File: src/rtl/fp_norm_round_pipe.sv
// fp_norm_round_pipe: two-stage normalise-and-round pipeline for raw FP mantissa products.
// Define FP_NORM_ROUND_EN for round-to-nearest-even; the default build truncates.
module fp_norm_round_pipe #(
  parameter int MWIDTH = 23,
  parameter int EWIDTH = 8,
  parameter int M      = 2*(MWIDTH+1)
) (
  input  logic              clk,
  input  logic              rst_n,
  input  logic              in_valid,
  output logic              in_ready,
  input  logic [M-1:0]      in_mant,
  input  logic [EWIDTH+1:0] in_exp,
  output logic              out_valid,
  input  logic              out_ready,
  output logic [MWIDTH-1:0] out_mant,
  output logic [EWIDTH-1:0] out_exp,
  output logic [2:0]        out_flags
);
  localparam int EXW = EWIDTH + 2;
  localparam int LZW = $clog2(M);
`ifdef FP_NORM_ROUND_EN
  // Rounding needs the whole shifted product for guard and sticky.
  localparam int SW   = M;
  localparam int GIDX = SW - 2 - MWIDTH;
  localparam logic [SW-1:0] STICKY_MASK = (SW'(1) << GIDX) - SW'(1);
`else
  localparam int SW   = MWIDTH + 1;
`endif
  localparam logic signed [EXW-1:0] EXP_MAX = EXW'((1 << EWIDTH) - 1);

  logic              s1_valid_q, s1_valid_d;
  logic              s2_valid_q, s2_valid_d;
  logic              s1_adv;
  logic [SW-1:0]     s1_mant_q, s1_mant_d;
  logic [EXW-1:0]    s1_exp_q, s1_exp_d;
  logic [MWIDTH-1:0] out_mant_q, out_mant_d;
  logic [EWIDTH-1:0] out_exp_q, out_exp_d;
  logic [2:0]        out_flags_q, out_flags_d;
  logic [LZW-1:0]    lz;
  logic [M-1:0]      shifted;
  logic [MWIDTH-1:0] frac;
  logic              carry;
  logic signed [EXW-1:0] e_adj;

  // Scanning upward lets the highest set bit win the last assignment.
  always_comb begin
    lz = '0;
    for (int i = 0; i < M; i++) begin
      if (in_mant[i]) lz = LZW'(M - 1 - i);
    end
  end

  assign shifted = in_mant << lz;

  always_comb begin
    s1_adv     = !s2_valid_q || out_ready;
    in_ready   = !s1_valid_q || s1_adv;
    s1_valid_d = in_ready ? in_valid : s1_valid_q;
    s2_valid_d = s1_adv ? s1_valid_q : s2_valid_q;
  end

  // NOTE: every always_comb output is defaulted first, so no path can infer a latch.
  always_comb begin
    s1_mant_d = s1_mant_q;
    s1_exp_d  = s1_exp_q;
    if (in_valid && in_ready) begin
      s1_mant_d = shifted[M-1 -: SW];
      s1_exp_d  = in_exp - EXW'(lz) + EXW'(1);
    end
  end

  // After normalisation the hidden bit is clear only for a zero product.
  always_comb begin
    frac  = s1_mant_q[SW-2 -: MWIDTH];
    carry = 1'b0;
`ifdef FP_NORM_ROUND_EN
    if (s1_mant_q[GIDX] && ((|(s1_mant_q & STICKY_MASK)) || frac[0]))
      {carry, frac} = {1'b0, frac} + (MWIDTH+1)'(1);
`endif
    e_adj = s1_exp_q + EXW'(carry);

    out_mant_d  = out_mant_q;
    out_exp_d   = out_exp_q;
    out_flags_d = out_flags_q;
    if (s1_adv && s1_valid_q) begin
      if (!s1_mant_q[SW-1]) begin
        out_mant_d  = '0;
        out_exp_d   = '0;
        out_flags_d = 3'b001;
      end else if (e_adj >= EXP_MAX) begin
        out_mant_d  = '0;
        out_exp_d   = '1;
        out_flags_d = 3'b100;
      end else if (e_adj[EXW-1] || (e_adj == '0)) begin
        out_mant_d  = '0;
        out_exp_d   = '0;
        out_flags_d = 3'b010;
      end else begin
        out_mant_d  = frac;
        out_exp_d   = e_adj[EWIDTH-1:0];
        out_flags_d = 3'b000;
      end
    end
  end

  // NOTE: S1 payload is qualified by s1_valid_q, so it is left without reset.
  always_ff @(posedge clk) begin
    s1_mant_q <= s1_mant_d;
    s1_exp_q  <= s1_exp_d;
  end

  // NOTE: sequential state uses <= so every flop samples pre-edge values.
  always_ff @(posedge clk or negedge rst_n) begin
    if (!rst_n) begin
      s1_valid_q  <= 1'b0;
      s2_valid_q  <= 1'b0;
      out_mant_q  <= '0;
      out_exp_q   <= '0;
      out_flags_q <= '0;
    end else begin
      s1_valid_q  <= s1_valid_d;
      s2_valid_q  <= s2_valid_d;
      out_mant_q  <= out_mant_d;
      out_exp_q   <= out_exp_d;
      out_flags_q <= out_flags_d;
    end
  end

  assign out_valid = s2_valid_q;
  assign out_mant  = out_mant_q;
  assign out_exp   = out_exp_q;
  assign out_flags = out_flags_q;

endmodule

File: config.mk
export PLATFORM = sky130hd
export DESIGN_NAME = fp_norm_round_pipe
export DESIGN_NICKNAME = d
export VERILOG_FILES = /design/src/rtl/fp_norm_round_pipe.sv
export SDC_FILE = /design/constraint.sdc
export NUM_CORES = 1
export LEC_CHECK = 0
export CAP_MARGIN = 30
export CELL_PAD_IN_SITES_DETAIL_PLACEMENT = 0
export CELL_PAD_IN_SITES_GLOBAL_PLACEMENT = 1
export CORE_MARGIN = 2
export CORE_UTILIZATION = 45
export CTS_CLUSTER_SIZE = 28
export DETAILED_ROUTE_END_ITERATION = 7
export PLACE_DENSITY = 0.83
export REMOVE_ABC_BUFFERS = 1
export SLEW_MARGIN = 15
export SYNTH_ARGS = -nofsm -noshare
export SYNTH_HDL_FRONTEND = slang
export SYNTH_SLANG_ARGS = --single-unit
File: constraint.sdc
create_clock -name clk -period 4.8 [get_ports clk]
set_input_delay 0.96 -clock clk [delete_from_list [all_inputs] [get_ports clk]]
set_output_delay 0.96 -clock clk [all_outputs]
set_load 0.005 [all_outputs]
; Word-level counts from Yosys, hierarchy flattened
; Cells that the tools add are included.
[op_classes]
n_addsub = 2
shift = 1
n_mux = 57
reduce_logical = 8
order_cmp = 1
[ops]
columns = operator, n
row1 = $mux 6, 48
row2 = $mux 23, 3
row3 = $shl 48x6->48, 1
row4 = $mux 8, 3
row5 = $add 10x1->10 const B, 1
row6 = $ge 10x9->1 const B, 1
row7 = $logic_not 10->1, 1
row8 = $sub 10x6->10, 1
row9 = $mux 3, 2
row10 = $logic_or 1x1->1, 3
row11 = $logic_and 1x1->1, 2
row12 = $logic_not 1->1, 2
row13 = $mux 2, 1
[totals]
register_bits = 70
out_inout_bits = 36
elab_cells = 76
inputBits = 62

; Depth between registers and ports, before layout
[depth]
word_depth = 50
depth_mapped = 20
ltp_nobuf = 17

; Worst setup path before layout
; No wires, ideal clock.
[synth_timing]
path_kind = input-to-reg
from = input port in_mant[23]
to = register s1_exp_q[9] (data pin)
path_buffers = 3
arrival_ns = 4.123
required_time_ns = 4.540
stages = 18
setup_ns = 0.260
setup_slack_ns = 0.417
path_cell_list = or3_1 o211ai_1 o2111ai_1 o221a_2 buf_2 buf_2 clkbuf_1 ha_1 ha_1 fa_1 nand3_1 nand2_1 a21oi_1 nor2_1 o21ai_0 nand2b_1 a21oi_1 xnor2_1
[synth_via]
elab_chain_cells = 27
[synth_lines]
columns = element, line_no
row1 = start: declaration, 12  ; input logic [M-1:0] in_mant,
row2 = $mux 6 (25 in a row), 50  ; if (in_mant[i]) lz = LZW'(M - 1 - i);
row3 = $sub 10x6->10, 69  ; s1_exp_d = in_exp - EXW'(lz) + EXW'(1);
row4 = $add 10x1->10, 69
row5 = end signal: assignment, 110  ; s1_exp_q <= s1_exp_d;
row6 = end: declaration, 36  ; logic [EXW-1:0] s1_exp_q, s1_exp_d;
; No other way between the ends.
; A chain may end at the register's enable or synchronous reset.

; Worst setup path in the final report
[layout_timing]
from = input port in_mant[32]
to = register s1_exp_q[8] (data pin)
[layout_via]
elab_chain_cells = 18
[layout_lines]
columns = element, line_no
row1 = $mux 6 (16 in a row), 50
row2 = $sub 10x6->10, 69
row3 = $add 10x1->10, 69
; No other way between the ends.

==> results summary <==
The antenna cell count is 0. For this design, the sink count on the clock tree is 70. The number of H-tree levels came out at 3. TritonCTS built the clock tree. The global routing met2 resource utilization came out at around two fifths. In this run, the number of DRC markers left after iteration 0 of detailed routing was about 430. The xor and xnor fraction of the mapped netlist area came out at approximately 1.2%.

The endpoint identified for the worst register-to-register timing path is out_mant[21]$_DFFE_PN0P_. The fraction of layout instances using a drive strength above 1 came out at between 10% and 20%. The cts-stage hold buffer count came out at 0. Max-cap violations in this run came to 0. Summed over all layers, the routed wires come to roughly 18 mm. The clock-pin slew on the worst setup and hold paths is roughly 0.05 ns. The endpoint arrival time on the critical path came out at between 4 and 5 ns. The type of the most critical hold path is register to register. The netlist area before placement came out at approximately 5800 um^2.

The post-CTS setup buffer count came out at 0. The worst register-to-register path begins at s1_exp_q[1]$_DFFE_PP_. The sequential element share of the synthesized area came out at roughly 33%.

The count of buffers inserted at the top-level ports came out at 97. The total die area is between 10000 and 15000 um^2. The placeable core region is ~13000 um^2. The first detailed-routing pass ran for 5 iterations. In this run the deepest clock path goes through 2 buffers. The overall power after layout is approximately 2.1 mW. The last weighted congestion value of the routability-driven placer came out at 0.974. The main flop type after synthesis is sky130_fd_sc_hd__dfrtp_1. The maximum clock frequency is 222 MHz. The leakage component of the power is 3.52 nW. The portion of synthesized area spent on multiplexers is 24.6%. The routed layout has between 5000 and 6000 vias. The share of synthesized registers carrying an async set or reset came out at 51.4%. The critical path goes through clkdlybuf4s50_1 -> buf_4 -> nor4_1 -> nand3_1 -> a21oi_1 -> nor2_8 -> inv_4 -> ha_1 -> ha_1 -> a21o_1 -> a21oi_1 -> o21bai_1 -> a21oi_1 -> o21bai_1 -> a21oi_1 -> xnor2_1. The count of instances resized after the clock tree is built is 0.

The die extent in x is 118 um. TritonCTS created 9 clock buffers. After technology mapping, the gate count stands at 588. The number of antenna violations at the first check in global routing came out at 0. The beginning of the worst hold path is s1_mant_q[12]$_DFFE_PP_.

The library cell used most frequently in the layout, excluding fill and tap cells, is sky130_fd_sc_hd__mux2i_1. For this design the ratio of total power to cell area is 272 nW/um^2. Once the floorplan was initialized, standard cells occupied between 40% and 50% of the core. The flip-flop and latch count after synthesis came out at 70.

The most heavily used metal layer in global routing is met2. The synthesized netlist devotes 19.9% of its cell area to compound gates. The root buffer cell chosen for the clock tree is sky130_fd_sc_hd__clkbuf_16. In this run the core area contains between 40 and 50 standard-cell rows.

The delay of the slowest cell on the worst path came out at 0.60 ns. The cell depth of the worst min-delay path is 1. The half-perimeter wire length after placement is 14.3 mm. The average instance area after synthesis is just under 10 um^2. The final count of hold timing violations was 0. The wire length of the first global-routing pass came out at 28.7 mm. The boundary pin count came out at 98.

The clock reaches the later pin of the worst-skew pair after 0.33 ns. Along the worst path, the maximum fanout reaches 5. The pin count of the biggest net entering global routing came out at 48. Dividing the detail-routed via count by the number of cells gives slightly below 6. The peak supply drop is ~160 uV. The via count of the first global-routing pass came out at 5270. The Yosys warning count came out at 0.

The depth of the most critical reg-to-reg path is 5. After the last flow step, the layout net total stands at 800. The path with the worst hold slack has its endpoint at out_mant[12]$_DFFE_PN0P_. Across all register-to-register paths, the minimum setup slack is 2.72 ns. The number of unique standard cell types used by synthesis came out at between 60 and 70. The flow ran to the end, and the final reports show no timing, DRC or antenna violations.

The total routing resource utilization after global routing came out at 25.9%. The max-slew violation count came out at 0. For the final routed database, the setup TNS stands at 0 ns. The number of nets with antenna violations after detailed routing came out at 0. The remaining design rule violation count came out at 0.

The library cells used most frequently in the layout, excluding fill and tap cells, are sky130_fd_sc_hd__mux2i_1 (135), sky130_fd_sc_hd__clkdlybuf4s50_1 (97), sky130_fd_sc_hd__buf_4 (55), sky130_fd_sc_hd__nor2_1 (41), sky130_fd_sc_hd__dfrtp_1 (36). The wire length per cell is 19.9 um. The fraction of the mapped netlist area in adder cells is 3.57%.

The slew at the pin closest to its max-slew limit came out at between 0.9 and 1 ns. Setup repair after global routing left no endpoint under its margin. The slowest stage of the critical path is the sky130_fd_sc_hd__nor4_1 cell. The number of synthesized flops with an enable pin is 34. The met1 usage in global routing is 36.4%. The endpoint required time on the critical path came out at 4.87 ns. The cell that appears most often on the critical path is sky130_fd_sc_hd__a21oi_1.

After global routing the overflow that remains totals 0. The area overhead of the layout relative to synthesis is 30.8%. The classification of the worst setup path is input port to register. The worst path uses about 94% of the clock period. Summing the areas of all and, or, nand and nor instances in the mapped netlist gives between 10% and 20% of the synthesized area. The relative slew slack is approximately 37%. The worst setup path is captured at a register. The main combinational cell family by area after synthesis is multiplexers. The global routing usage on met3 is under 10%. Setup violations remaining at the end of the flow were counted as 0. The sort of element at the start of the critical path is an input port. The setup skew after layout is 0.00523 ns. The vertical die dimension came out at between 100 and 150 um. The worst path needs about 4.5 ns of the cycle, external delays included.
routing by layer:
layer | routed length, um | share of wire, %
met2 | 8210 | 46
met3 | 997 | 5.6
met4 | 469 | 2.6
met1 | 8250 | 46
met5 | 0 | 0
where the power goes:
part / leakage [nW] / internal, mW / switching (mW)
clock network: 0.137 / 0.350 / 0.244
logic: 2.59 / 0.359 / 0.340
registers: 0.790 / 0.728 / 0.0432
how the worst max path moves through the flow:
stage	start	endpoint	slack, ns	depth (start not counted)
floorplan	in_mant[32]	s1_exp_q[9]$_DFFE_PP_	-1.67	17
global placement	in_mant[36]	s1_mant_q[14]$_DFFE_PP_	0.12	11
global route	in_mant[36]	s1_exp_q[9]$_DFFE_PP_	0.06	18
finish	in_mant[32]	s1_exp_q[8]$_DFFE_PP_	0.29	16
detailed placement	in_mant[28]	s1_exp_q[8]$_DFFE_PP_	-0.006	15
CTS	in_mant[28]	s1_exp_q[8]$_DFFE_PP_	0.33	15
critical path, delay by kind of cell:
kind / cells / cell delay, ns
AND/OR/NAND/NOR: 3 / 0.94
buffers and inverters: 3 / 0.64
adder cells (fa/ha/maj): 2 / 0.54
AO/OA/AOI/OAI: 7 / 1.39
XOR/XNOR: 1 / 0.10
cell type report:
cell class              count  area [um^2]
fillers                  1088         5020
multi-input cells         466         3660
flip-flops and latches     70         1920
clock buffers               9          225
well taps                 172          215
clock inverters             7         48.8
inverters                  20         82.6
repair buffers            155         1450
flip-flops by register name, summed over array words and instances (netlist names):
register / count
out_exp: 8
out_flags: 3
out_mant: 23
out_valid: 1
s1_exp_q: 10
s1_mant_q: 24
s1_valid_q: 1
cells by family (layout without fill, tap and decap cells):
family          count (synthesis)  after routing
compound gates                151            151
simple gates                  149            149
mux                           142            142
flops                          70             70
buf+inv                        52            191
fa+ha+maj                      16             16
xor+xnor                        8              8
Yosys cell counts (3+ instances only):
| library cell | n | area (um^2) |
|---|---|---|
| sky130_fd_sc_hd__a2111o_1 | 3 | 33.8 |
| sky130_fd_sc_hd__a211o_1 | 7 | 61.3 |
| sky130_fd_sc_hd__a21o_1 | 3 | 22.5 |
| sky130_fd_sc_hd__a21oi_1 | 26 | 130 |
| sky130_fd_sc_hd__a221o_1 | 9 | 90.1 |
| sky130_fd_sc_hd__a22o_1 | 26 | 228 |
| sky130_fd_sc_hd__a22oi_1 | 9 | 67.6 |
| sky130_fd_sc_hd__and2_1 | 4 | 25.0 |
| sky130_fd_sc_hd__buf_1 | 3 | 11.3 |
| sky130_fd_sc_hd__buf_2 | 9 | 45.0 |
| sky130_fd_sc_hd__buf_6 | 4 | 45.0 |
| sky130_fd_sc_hd__clkbuf_1 | 14 | 52.6 |
| sky130_fd_sc_hd__dfrtp_1 | 36 | 901 |
| sky130_fd_sc_hd__edfxtp_1 | 34 | 1020 |
| sky130_fd_sc_hd__ha_1 | 15 | 188 |
| sky130_fd_sc_hd__inv_1 | 17 | 63.8 |
| sky130_fd_sc_hd__mux2_2 | 5 | 56.3 |
| sky130_fd_sc_hd__mux2i_1 | 135 | 1350 |
| sky130_fd_sc_hd__nand2_1 | 33 | 124 |
| sky130_fd_sc_hd__nand2b_1 | 8 | 50.1 |
| sky130_fd_sc_hd__nand3_1 | 4 | 20.0 |
| sky130_fd_sc_hd__nand4_1 | 5 | 31.3 |
| sky130_fd_sc_hd__nor2_1 | 41 | 154 |
| sky130_fd_sc_hd__nor2b_1 | 5 | 31.3 |
| sky130_fd_sc_hd__nor3_1 | 10 | 50.1 |
| sky130_fd_sc_hd__nor4_1 | 15 | 93.8 |
| sky130_fd_sc_hd__o211ai_1 | 6 | 45.0 |
| sky130_fd_sc_hd__o21a_1 | 5 | 37.5 |
| sky130_fd_sc_hd__o21ai_0 | 13 | 65.1 |
| sky130_fd_sc_hd__o21ai_1 | 3 | 15.0 |
| sky130_fd_sc_hd__o21bai_1 | 5 | 37.5 |
| sky130_fd_sc_hd__o22ai_1 | 9 | 56.3 |
| sky130_fd_sc_hd__o31ai_1 | 3 | 22.5 |
| sky130_fd_sc_hd__or3_1 | 5 | 31.3 |
| sky130_fd_sc_hd__or4_1 | 7 | 52.6 |
| sky130_fd_sc_hd__xnor2_1 | 6 | 52.6 |
metrics by stage:
stage	setup slack, ns	hold WS [ns]	std cells	area, um^2	util (%)
global route	0.0612	0.473	899	7600	60.2
global placement	0.116	0.447	882	7300	57.9
floorplan	-1.67	0.443	556	5640	-
detailed placement	-0.00614	0.448	883	7330	58.1
finish	0.287	0.459	899	7600	60.2
CTS	0.330	0.461	899	7600	60.2
(Power assumes the default switching activity.)
